[config.mk]
export PLATFORM = sky130hd
export DESIGN_NAME = adc_osr_decimator
export DESIGN_NICKNAME = d
export VERILOG_FILES = /design/src/rtl/adc_osr_decimator.sv
export SDC_FILE = /design/constraint.sdc
export NUM_CORES = 1
export LEC_CHECK = 0
export BUFFER_PORTS_ARGS = -buffer_cell sky130_fd_sc_hd__buf_2
export CORE_ASPECT_RATIO = 1.1
export CORE_MARGIN = 2
export CORE_UTILIZATION = 43
export DETAILED_ROUTE_END_ITERATION = 12
export PLACE_DENSITY_LB_ADDON = 0.1
export SYNTH_ARGS = -nofsm -noshare
export SYNTH_HDL_FRONTEND = slang
export SYNTH_SLANG_ARGS = --single-unit
[constraint.sdc]
create_clock -name clk -period 5.1 [get_ports clk]
set_input_delay 0 -clock clk [delete_from_list [all_inputs] [get_ports clk]]
set_output_delay 0 -clock clk [all_outputs]
set_load 0.02 [all_outputs]
[src/rtl/adc_osr_decimator.sv]
// Oversampling decimator: sums 2^m SAR conversions and emits one
// full-scale-normalised result through a valid/ready handshake.
module adc_osr_decimator #(
  parameter int INPUT_BITS  = 12,
  parameter int OUTPUT_BITS = 16,
  parameter int ACC_BITS    = 19
) (
  input  logic                   clk,
  input  logic                   rst_n,
  input  logic [INPUT_BITS-1:0]  data_in,
  input  logic                   data_valid_in,
  input  logic                   enable_in,
  input  logic [2:0]             osr_mode_in,
  input  logic                   clear_overrun_in,
  output logic [OUTPUT_BITS-1:0] result_out,
  input  logic                   result_ready_in,
  output logic                   result_valid_out,
  output logic                   overrun_out,
  output logic                   busy_out
);

  localparam int SH_BITS = ACC_BITS + 4;

  logic [ACC_BITS-1:0]    acc_q, acc_d;
  logic [7:0]             cnt_q, cnt_d;
  logic [2:0]             mode_q, mode_d;
  logic                   valid_d_q;
  logic [OUTPUT_BITS-1:0] result_q, result_d;
  logic                   rvalid_q, rvalid_d;
  logic                   ovr_q, ovr_d;

  logic                   start;
  logic                   accept;
  logic                   last;
  logic [2:0]             mode_eff;
  logic [7:0]             win_len;
  logic [ACC_BITS-1:0]    sum;
  logic [SH_BITS-1:0]     scaled;
  logic                   complete;
  logic                   can_load;
  logic                   unused_hi;

  always_comb begin
    start    = (cnt_q == 8'd0);
    mode_eff = start ? osr_mode_in : mode_q;
    accept   = data_valid_in & ~valid_d_q & enable_in;
    win_len  = 8'd1 << mode_eff;
    last     = (cnt_q + 8'd1) == win_len;
    sum      = (start ? '0 : acc_q)
             + {{(ACC_BITS-INPUT_BITS){1'b0}}, data_in};
    // S<<4>>m gives S<<(4-m) for small m and truncating S>>(m-4) above
    scaled   = {sum, 4'b0000} >> mode_eff;
    complete = accept & last;
    can_load = ~rvalid_q | result_ready_in;
  end

  assign unused_hi = ^scaled[SH_BITS-1:OUTPUT_BITS];

  always_comb begin
    acc_d    = acc_q;
    cnt_d    = cnt_q;
    mode_d   = mode_q;
    result_d = result_q;
    rvalid_d = rvalid_q;
    ovr_d    = ovr_q;
    if (!enable_in) begin
      acc_d = '0;
      cnt_d = '0;
    end else if (accept) begin
      mode_d = mode_eff;
      if (last) begin
        acc_d = '0;
        cnt_d = '0;
      end else begin
        acc_d = sum;
        cnt_d = cnt_q + 8'd1;
      end
    end
    if (rvalid_q && result_ready_in) rvalid_d = 1'b0;
    if (clear_overrun_in) ovr_d = 1'b0;
    if (complete) begin
      if (can_load) begin
        result_d = scaled[OUTPUT_BITS-1:0];
        rvalid_d = 1'b1;
      end else begin
        ovr_d = 1'b1;
      end
    end
  end

  always_ff @(posedge clk or negedge rst_n) begin
    if (!rst_n) begin
      acc_q     <= '0;
      cnt_q     <= '0;
      mode_q    <= '0;
      valid_d_q <= 1'b0;
      result_q  <= '0;
      rvalid_q  <= 1'b0;
      ovr_q     <= 1'b0;
    end else begin
      acc_q     <= acc_d;
      cnt_q     <= cnt_d;
      mode_q    <= mode_d;
      valid_d_q <= data_valid_in;
      result_q  <= result_d;
      rvalid_q  <= rvalid_d;
      ovr_q     <= ovr_d;
    end
  end

  assign result_out       = result_q;
  assign result_valid_out = rvalid_q;
  assign overrun_out      = ovr_q;
  assign busy_out         = (cnt_q != 8'd0);

endmodule

==> results of run 1 <==
## stage by stage
| stage | hold slack, ns | power (uW) | area [um2] | setup slack [ns] |
|---|---|---|---|---|
| floorplan | -0.296 | 865 | 4100 | 0.509 |
| global route | 0.0232 | 1340 | 4460 | 0.0483 |
| detailed placement | 0.145 | 1010 | 4330 | 0.367 |
| global placement | 0.138 | 1010 | 4330 | 0.495 |
| CTS | 0.00550 | 1270 | 4460 | 0.362 |
| finish | -0.0000164 | 1260 | 4460 | 0.369 |
## sequential cells by signal, indices dropped and copies added (netlist names)
name              cells
valid_d_q             1
cnt_q                 8
overrun_out           1
result_valid_out      1
mode_q                3
acc_q                19
result_out           16
## critical path, cell delays in order (launching register included)
cell	delay [ns]
dfrtp_1	0.43
inv_1	0.13
ha_1	0.17
or4b_4	0.57
nor2_8	0.20
inv_2	0.22
and2_1	0.23
ha_1	0.22
fa_1	0.41
a21o_1	0.22
a221oi_1	0.24
buf_4	0.19
o211a_1	0.27
nor4_1	0.13
or3_1	0.34
a41oi_1	0.31
a2111oi_4	0.09
a211o_1	0.24
## cell families after synthesis
family | Yosys count | share of synthesized area, %
AOI/OAI and AO/OA | 142 | 25.5
xor gates and xnor gates | 18 | 3.84
adders and majority gates | 15 | 4.76
buffers and inverters | 43 | 5.25
DFF | 49 | 29.9
muxes | 31 | 9.00
and+or+nand+nor | 162 | 21.8
## placed cells by master (no fill, tap or decap), types with 14 or more instances in the layout
cell / n
buf_2: 39
nor2_1: 17
a22o_1: 15
o21ai_0: 18
mux2i_1: 17
and2_1: 18
a21oi_1: 29
dfrtp_1: 49
nand2_1: 49
ha_1: 14
## cell type report
class / instances / area (um2) / share of cell area [%]
sequential: 49 / 1230 / 27.5
clock buffer: 6 / 82.6 / 1.85
multi-input combinational: 368 / 2660 / 59.7
inverter: 8 / 30.0 / 0.673
clock inverter: 2 / 13.8 / 0.309
tap: 117 / 146 / 3.28
timing repair buffer: 52 / 300 / 6.73
## how the worst max path moves through the flow
stage / start / end / slack (ns) / cells after the start
6_report: cnt_q[0]$_DFFE_PN0P_ / result_out[15]$_DFFE_PN0P_ / 0.37 / 17
3_5_place_dp: cnt_q[0]$_DFFE_PN0P_ / result_out[14]$_DFFE_PN0P_ / 0.37 / 15
5_1_grt: cnt_q[0]$_DFFE_PN0P_ / result_out[15]$_DFFE_PN0P_ / 0.05 / 15
3_3_place_gp: cnt_q[0]$_DFFE_PN0P_ / result_out[15]$_DFFE_PN0P_ / 0.50 / 17
4_1_cts: cnt_q[0]$_DFFE_PN0P_ / result_out[10]$_DFFE_PN0P_ / 0.36 / 15
2_1_floorplan: cnt_q[0]$_DFFE_PN0P_ / result_out[15]$_DFFE_PN0P_ / 0.51 / 18
## routing by layer
layer  GRT usage, %  up-vias
met5              0        -
met4           6.74        0
met3           2.43       16
met2           38.4       73
met1           28.3     1792
li1               -     1771
## timing repair
action                                  CTS  global route
hold buffers                              3             0
hold endpoints to repair                 51             0
resized for setup                         0             1
endpoints found under the setup margin    0             3
## power by group through the flow
stage	Clock, uW	Sequential (uW)	Combinational, uW
after floorplan	0	554	311
after global placement	0	510	497
after detailed placement	0	511	500
after CTS	265	503	504
after global routing	279	511	548
final	255	502	502
==> run summary, run 1 <==
Distinct cells, synth: 71
Internal power: 764 uW
Period utilization: 92.8%
Hold wc startpoint: result_ready_in
Die outline height: 106 um
Met3 WL: 316 um
Synthesized area: 4100 um2
Setup repair bufs after CTS: 0
Clock Power Share: 20.3%
VDD IR max: 0.102 mV
RSZ-0062 raised after global routing: no
Initial antenna violation count: 0
Diodes inserted: 0
Total die area: 10300 um2
Placed Instances: 591
H-tree Lvls: 2
Synth Instances: 460
Worst path required time: 5.30 ns
Largest net degree at the start of global routing: 50
Sequential Power Share: 39.9%
Routed wire per std cell: 18.4 um
Worst r2r dst: result_out[15]$_DFFE_PN0P_
Root buf cell: clkbuf_8
Initial detailed-routing violation count: 187
Post-synth EDFFs: 0
Global-route wire length before repair: 18200 um
I/O Pins: 40
# rows: 37
Routed vias/inst: 6.07
CTS tree: built
Nets: 520
Total CTS buffers: 5
Grt ovf: 0
Seq/Total Area, Yosys: 29.9%
Sw Share: 39.3%
Synth area leader: dfrtp_1
Met2 routed wirelength: 5580 um
Fillcell total: 947
Pwr/cell area: 282 nW/um2
Share of the synthesized area in the top cell type: 29.9%
Comb power frac: 39.9%
Vias in the first global route: 3518
First-pass detailed-route iteration total: 4
Worst hold path endpoint: result_valid_out$_DFF_PN0_
Reg2Reg Launch Point: cnt_q[0]$_DFFE_PN0P_
Final hold violations: 1
Fin util: 47.9%
Top cells by count, synth: dfrtp_1, nand2_1, a21oi_1, and2_1, o21ai_0
MaxCap Viol Count: 0
Worst slew pin tran: 0.924 ns
Drc violations: 0
Via count: 3652
Largest cells by area after synthesis: dfrtp_1, nand2_1, ha_1
Core Region: 9310 um2
Routed wire length: 11100 um
Hold slack: -0.0000164 ns
Synth Flop Type: dfrtp_1
Hold Crit Class: in2reg
Rel. slew slack: 38.4%
CP Launch Type: flop
Fin crit period: 4.73 ns
Register-to-register setup slack: 0.37 ns
Clock sinks: 49
Post-route setup TNS: 0 ns
Worst-path clk slew: 0.10 ns
Syn. warnings: 0
Clk Latency, worst-skew pair: 0.32 ns
Gr usage total: 21.8%
Layout cells sized above 1: 18.8%
Status: complete, but fails checks
Crit-path max FO: 26
Top routing layer in use: met4
CP arrival: 4.93 ns
CTS Buffer Depth: 2
Syn avg cell area: 8.92 um2
Async SR Flop Fraction: 100%
# setup viols final: 0
Crit Path Category: reg2reg
Layout Area Growth over Synthesis: 8.76%
DIE WIDTH: 97.1 um
Fin cells: 602
Worst setup EP type: flop
HPWL after DPL: 8070 um
Skew final: 0.00798 ns
Leakage: 0.00202 uW
GPL Wtd Cong: 0.840
Sw Pwr: 495 uW
Hold depth: 3
Failing checks: hold timing
ANT nets after route: 0
R2R cell count: 17
Met1 wire length: 4950 um
Port Buf Inserts: 39
Net Count, Synth: 496
Max Fclk: 211 MHz
Initial Utilization: 44.1%
#FFs+latches synth: 49
Fin. max-slew vios: 0
No activity file was read; power rests on OpenSTA's default activity.
==> run 2: changes to the inputs <==
GPL_TIMING_DRIVEN = 0   (was default)
==> run summary, run 2 (synthesis gave the netlist of run 1 again) <==
Status: finished clean
CP cell instances: inv_1, ha_1, or4b_4, buf_6, nor2_8, inv_2, clkbuf_1, and2_1, ha_1, clkbuf_1, nand3_1, a211oi_2, a211oi_2, buf_4, nor3_2, xnor2_1, mux4_2, o22ai_1, mux2_4
H-tree Lvls: 2
Grt ovf: 0
CTS tree: built
DIE WIDTH: 97.1 um
Core Region: 9310 um2
Routed vias/inst: 5.93
Worst slew pin tran: 1.13 ns
Hold Crit Class: in2reg
Total CTS buffers: 5
GPL Wtd Cong: 0.844
M1 GR Usage: 27.9%
Hold depth: 3
Via count: 3735
Period utilization: 95.8%
Clock sinks: 49
Slowest CP cell: mux4_2
Rel. slew slack: 24.6%
Layout Area Growth over Synthesis: 14.6%
Hold slack: 0.00787 ns
Grt met2 use: 38.1%
CP top delay family: simple AND/OR/NAND/NOR gates
Die outline height: 106 um
Sequential Power Share: 36.4%
Most frequent cells in the layout: nand2_1, dfrtp_1, buf_2
CP Launch Type: flop
Total die area: 10300 um2
CTS Buffer Depth: 2
Sw Pwr: 503 uW
Worst-path clk slew: 0.09 ns
Reg2Reg Launch Point: cnt_q[0]$_DFFE_PN0P_
Fin crit period: 4.88 ns
Hold wc startpoint: result_ready_in
Worst setup EP type: flop
Post-route setup slack: 0.216 ns
Pre-CTS setup slack: -0.199 ns
Crit Path Category: reg2reg
Routed wire per std cell: 18.0 um
Fin. max-slew vios: 0
MaxCap Viol Count: 0
Nets: 548
GR Layer Usage met3: 2.50%
R2R cell count: 19
Worst r2r dst: result_out[14]$_DFFE_PN0P_
Largest net degree at the start of global routing: 50
Internal power: 825 uW
Critical Path Start: cnt_q[0]$_DFFE_PN0P_
Worst path required time: 5.35 ns
Gr usage total: 21.8%
Max FFs per register: 19
Most flop-heavy register: acc_q
I/O Pins: 40
Initial antenna violation count: 0
Leakage: 0.00212 uW
Initial Utilization: 44.1%
Clock Power Share: 22.8%
Vias in the first global route: 3589
ANT nets after route: 0
Layout cells sized above 1: 22.0%
Pwr/cell area: 283 nW/um2
Routed wire length: 11400 um
Clk Latency, worst-skew pair: 0.31 ns
Worst hold path endpoint: result_valid_out$_DFF_PN0_
Sw Share: 37.9%
Critical path's largest stage delay: 0.48 ns
Buf/Inv on CP: 6
Diodes inserted: 0
HPWL after DPL: 8360 um
Drc violations: 0
Root buf cell: clkbuf_8
# rows: 37
# setup viols final: 0
Crit-path max FO: 10
VDD IR max: 0.120 mV
CP arrival: 5.14 ns
Register-to-register setup slack: 0.22 ns
Layer with the highest usage: met2
Global-route wire length before repair: 18200 um
Comb power frac: 40.7%
Final hold violations: 0
Port Buf Inserts: 38
First-pass detailed-route iteration total: 5
Skew final: 0.00979 ns
Max Fclk: 205 MHz
Initial detailed-routing violation count: 151
==> run 2: cell types whose count changed in the layout (fill, tap and decap cells not counted), moves of 3 or more <==
cell      delta
clkbuf_1    +15
buf_4        -3
buf_6        +4
buf_1        +3
buf_2        +8
==> run 2: metal layers <==
layer	vias up	share of wire, %
li1	1831	-
met1	1791	45
met2	89	49
met3	24	3.0
met4	0	3.1
met5	-	0
==> run 2: worst max-delay path by stage <==
stage	endpoint	slack, ns	cells past startpoint
6_report	result_out[14]$_DFFE_PN0P_	0.22	19
5_1_grt	result_out[15]$_DFFE_PN0P_	-0.02	17
4_1_cts	result_out[15]$_DFFE_PN0P_	0.04	17
3_5_place_dp	result_out[15]$_DFFE_PN0P_	-0.20	18
3_3_place_gp	result_out[15]$_DFFE_PN0P_	-0.20	18
2_1_floorplan	result_out[15]$_DFFE_PN0P_	0.51	18
==> run 2: area by class of cell <==
type                       instances  area [um2]
sequential                        49        1230
multi-input combinational        368        2740
inverter                           8        30.0
fill                             916        4610
clock inverter                     1        30.0
buffer                            35         186
timing repair buffer              45         250
tap                              117         146
clock buffer                       7        86.3
==> run 2: power by group through the flow <==
stage	Sequential (uW)	Clock, uW	Combinational, uW
floorplan	554	0	311
global placement	489	0	525
detailed placement	493	0	527
CTS	485	307	532
global route	491	323	588
finish	484	303	541
==> run 2: repair_timing <==
action                                 in CTS  in global routing
hold buffers                                3                  0
pin swaps                                   0                  3
resized for setup                           3                 15
setup buffers                               0                  4
endpoints found under the hold margin      51                  0
setup endpoints to repair                   8                  8
==> run 2: tightest hold or removal path, stage by stage <==
cell and delay, ns:
buf_2 0.07, nand2b_1 0.14, nand2_1 0.07
==> run 2: through the flow <==
stage | cells | utilization [%] | total power (uW) | setup TNS (ns) | instance area [um2]
2_1_floorplan | 460 | - | 865 | 0 | 4100
3_3_place_gp | 615 | 47.7 | 1010 | -0.697 | 4440
3_5_place_dp | 615 | 47.7 | 1020 | -0.665 | 4440
4_1_cts | 626 | 49.5 | 1320 | 0 | 4600
5_1_grt | 630 | 50.5 | 1400 | -0.0251 | 4700
6_report | 630 | 50.5 | 1330 | 0 | 4700
==> run 3: changes to the inputs <==
CORE_ASPECT_RATIO = 0.5   (was 1.1)
CTS_BUF_LIST = sky130_fd_sc_hd__clkbuf_2   (was default)
CTS_CLUSTER_SIZE = 30   (was default)
==> run summary, run 3 (synthesis gave the netlist of run 1 again) <==
HPWL after DPL: 8470 um
Internal power: 701 uW
Clk Latency, worst-skew pair: 0.51 ns
Via count: 3770
Critical path's largest stage delay: 0.50 ns
Fin util: 49.9%
Die outline height: 73.1 um
H-tree Lvls: 2
Total die area: 10400 um2
Nets: 550
VDD IR max: 0.0921 mV
Total CTS buffers: 5
Slowest CP cell: dfrtp_1
Fin. max-slew vios: 0
Skew final: 0.0278 ns
CP arrival: 5.28 ns
Pre-CTS setup slack: -0.264 ns
Initial antenna violation count: 0
Grt ovf: 0
First-pass detailed-route iteration total: 5
Met3 WL: 498 um
Clock sinks: 49
Worst setup EP type: flop
CP cell instances: inv_1, ha_1, or4b_4, buf_6, nor2_8, inv_2, clkbuf_2, and2_1, ha_1, fa_1, a21o_1, a221oi_4, o21ai_0, xor2_1, a221o_1, mux2i_1, o22ai_1, mux2_4
Worst hold path endpoint: acc_q[1]$_DFFE_PN0P_
Worst-path clk slew: 0.28 ns
Routed vias/inst: 5.93
Sw Share: 42.3%
Worst path required time: 5.54 ns
Layout Area Growth over Synthesis: 13.7%
Hold depth: 3
Diodes inserted: 0
# setup viols final: 0
Pwr/cell area: 260 nW/um2
Core Region: 9350 um2
R2R cell count: 18
DIE WIDTH: 142 um
Status: finished clean
I/O Pins: 40
Hold wc startpoint: data_in[1]
Rel. slew slack: 22.0%
Initial detailed-routing violation count: 287
ANT nets after route: 0
Final hold violations: 0
CP Launch Type: flop
RSZ-0062 raised after global routing: no
CP most frequent cell: ha_1
Vias in the first global route: 3477
Most frequent cells in the layout: nand2_1, dfrtp_1, buf_2
Routed wire per std cell: 17.8 um
Sw Pwr: 514 uW
Drc violations: 0
Clock Power Share: 15.4%
CTS Buffer Depth: 2
Port Buf Inserts: 38
Period utilization: 95.0%
Initial Utilization: 43.9%
Leakage: 0.00211 uW
# rows: 25
Sequential Power Share: 39.9%
Met1 wire length: 5890 um
CTS tree: built
Root buf cell: clkbuf_2
Top routing layer in use: met4
Routed wire length: 11300 um
Comb power frac: 44.7%
Most flop-heavy register: acc_q
Layout cells sized above 1: 22.1%
Reg2Reg Launch Point: cnt_q[0]$_DFFE_PN0P_
Crit Path Category: reg2reg
Hold Crit Class: in2reg
Register-to-register setup slack: 0.26 ns
Post-route setup TNS: 0 ns
Max FFs per register: 19
MaxCap Viol Count: 0
Gr usage total: 22.4%
Largest net degree at the start of global routing: 50
GPL Wtd Cong: 0.846
Fillcell total: 922
Worst r2r dst: result_out[14]$_DFFE_PN0P_
Max Fclk: 206 MHz
Global-route wire length before repair: 18100 um
Crit-path max FO: 10
Met2 routed wirelength: 4830 um
Worst slew pin tran: 1.17 ns
Post-route setup slack: 0.256 ns
Fin crit period: 4.84 ns
-- run 3: power groups by stage --
stage | registers, uW | logic [uW] | clock network [uW]
global route | 494 | 593 | 208
finish | 485 | 543 | 187
global placement | 490 | 526 | 0
CTS | 486 | 537 | 196
detailed placement | 493 | 528 | 0
floorplan | 554 | 311 | 0
-- run 3: cell type report --
class,instances,area [um2],area share (%)
Buffer,33,181,3.89
Clock buffer,5,25.0,0.537
Clock inverter,3,21.3,0.456
Inverter,8,30.0,0.644
Multi-Input combinational cell,368,2740,58.7
Sequential cell,49,1230,26.3
Tap cell,121,151,3.25
Timing Repair Buffer,49,290,6.22
-- run 3: worst max-delay path, delay by kind of cell, from the launching register on --
kind | cells | cell delay (ns)
xor gates and xnor gates | 1 | 0.19
and+or+nand+nor | 3 | 0.81
buffers and inverters | 4 | 0.62
AOI/OAI and AO/OA | 5 | 1.30
adders and majority gates | 3 | 0.82
DFF | 1 | 0.50
muxes | 2 | 0.50
-- run 3: stage by stage --
stage | hold WS [ns] | cell area (um2) | cells | power (uW)
floorplan | -0.296 | 4100 | 460 | 865
detailed placement | 0.142 | 4440 | 619 | 1020
global placement | 0.138 | 4440 | 619 | 1020
finish | 0.0374 | 4660 | 636 | 1210
global route | 0.0355 | 4660 | 636 | 1300
CTS | 0.0408 | 4590 | 634 | 1220
-- run 3: worst max path at each step --
stage | endpoint | startpoint | slack (ns) | cells past startpoint
after floorplan | result_out[15]$_DFFE_PN0P_ | cnt_q[0]$_DFFE_PN0P_ | 0.51 | 18
final | result_out[14]$_DFFE_PN0P_ | cnt_q[0]$_DFFE_PN0P_ | 0.26 | 18
after detailed placement | result_out[15]$_DFFE_PN0P_ | cnt_q[0]$_DFFE_PN0P_ | -0.26 | 18
after CTS | result_out[15]$_DFFE_PN0P_ | cnt_q[0]$_DFFE_PN0P_ | 0.07 | 17
after global routing | result_out[14]$_DFFE_PN0P_ | cnt_q[0]$_DFFE_PN0P_ | 0.007 | 18
after global placement | result_out[15]$_DFFE_PN0P_ | cnt_q[0]$_DFFE_PN0P_ | -0.27 | 18
-- run 3: routing by layer --
metal	track usage (%)	vias to the layer above
met5	0	-
met4	3.67	0
met3	3.94	10
met2	34.1	89
met1	33.6	1834
li1	-	1837
-- run 3: timing repair --
item | 4_1_cts | 5_1_grt
hold endpoints to repair | 60 | 0
hold buffers | 7 | 0
endpoints found under the setup margin | 10 | 9
pin swaps | 0 | 4
setup buffers | 0 | 4
resized for setup | 5 | 15
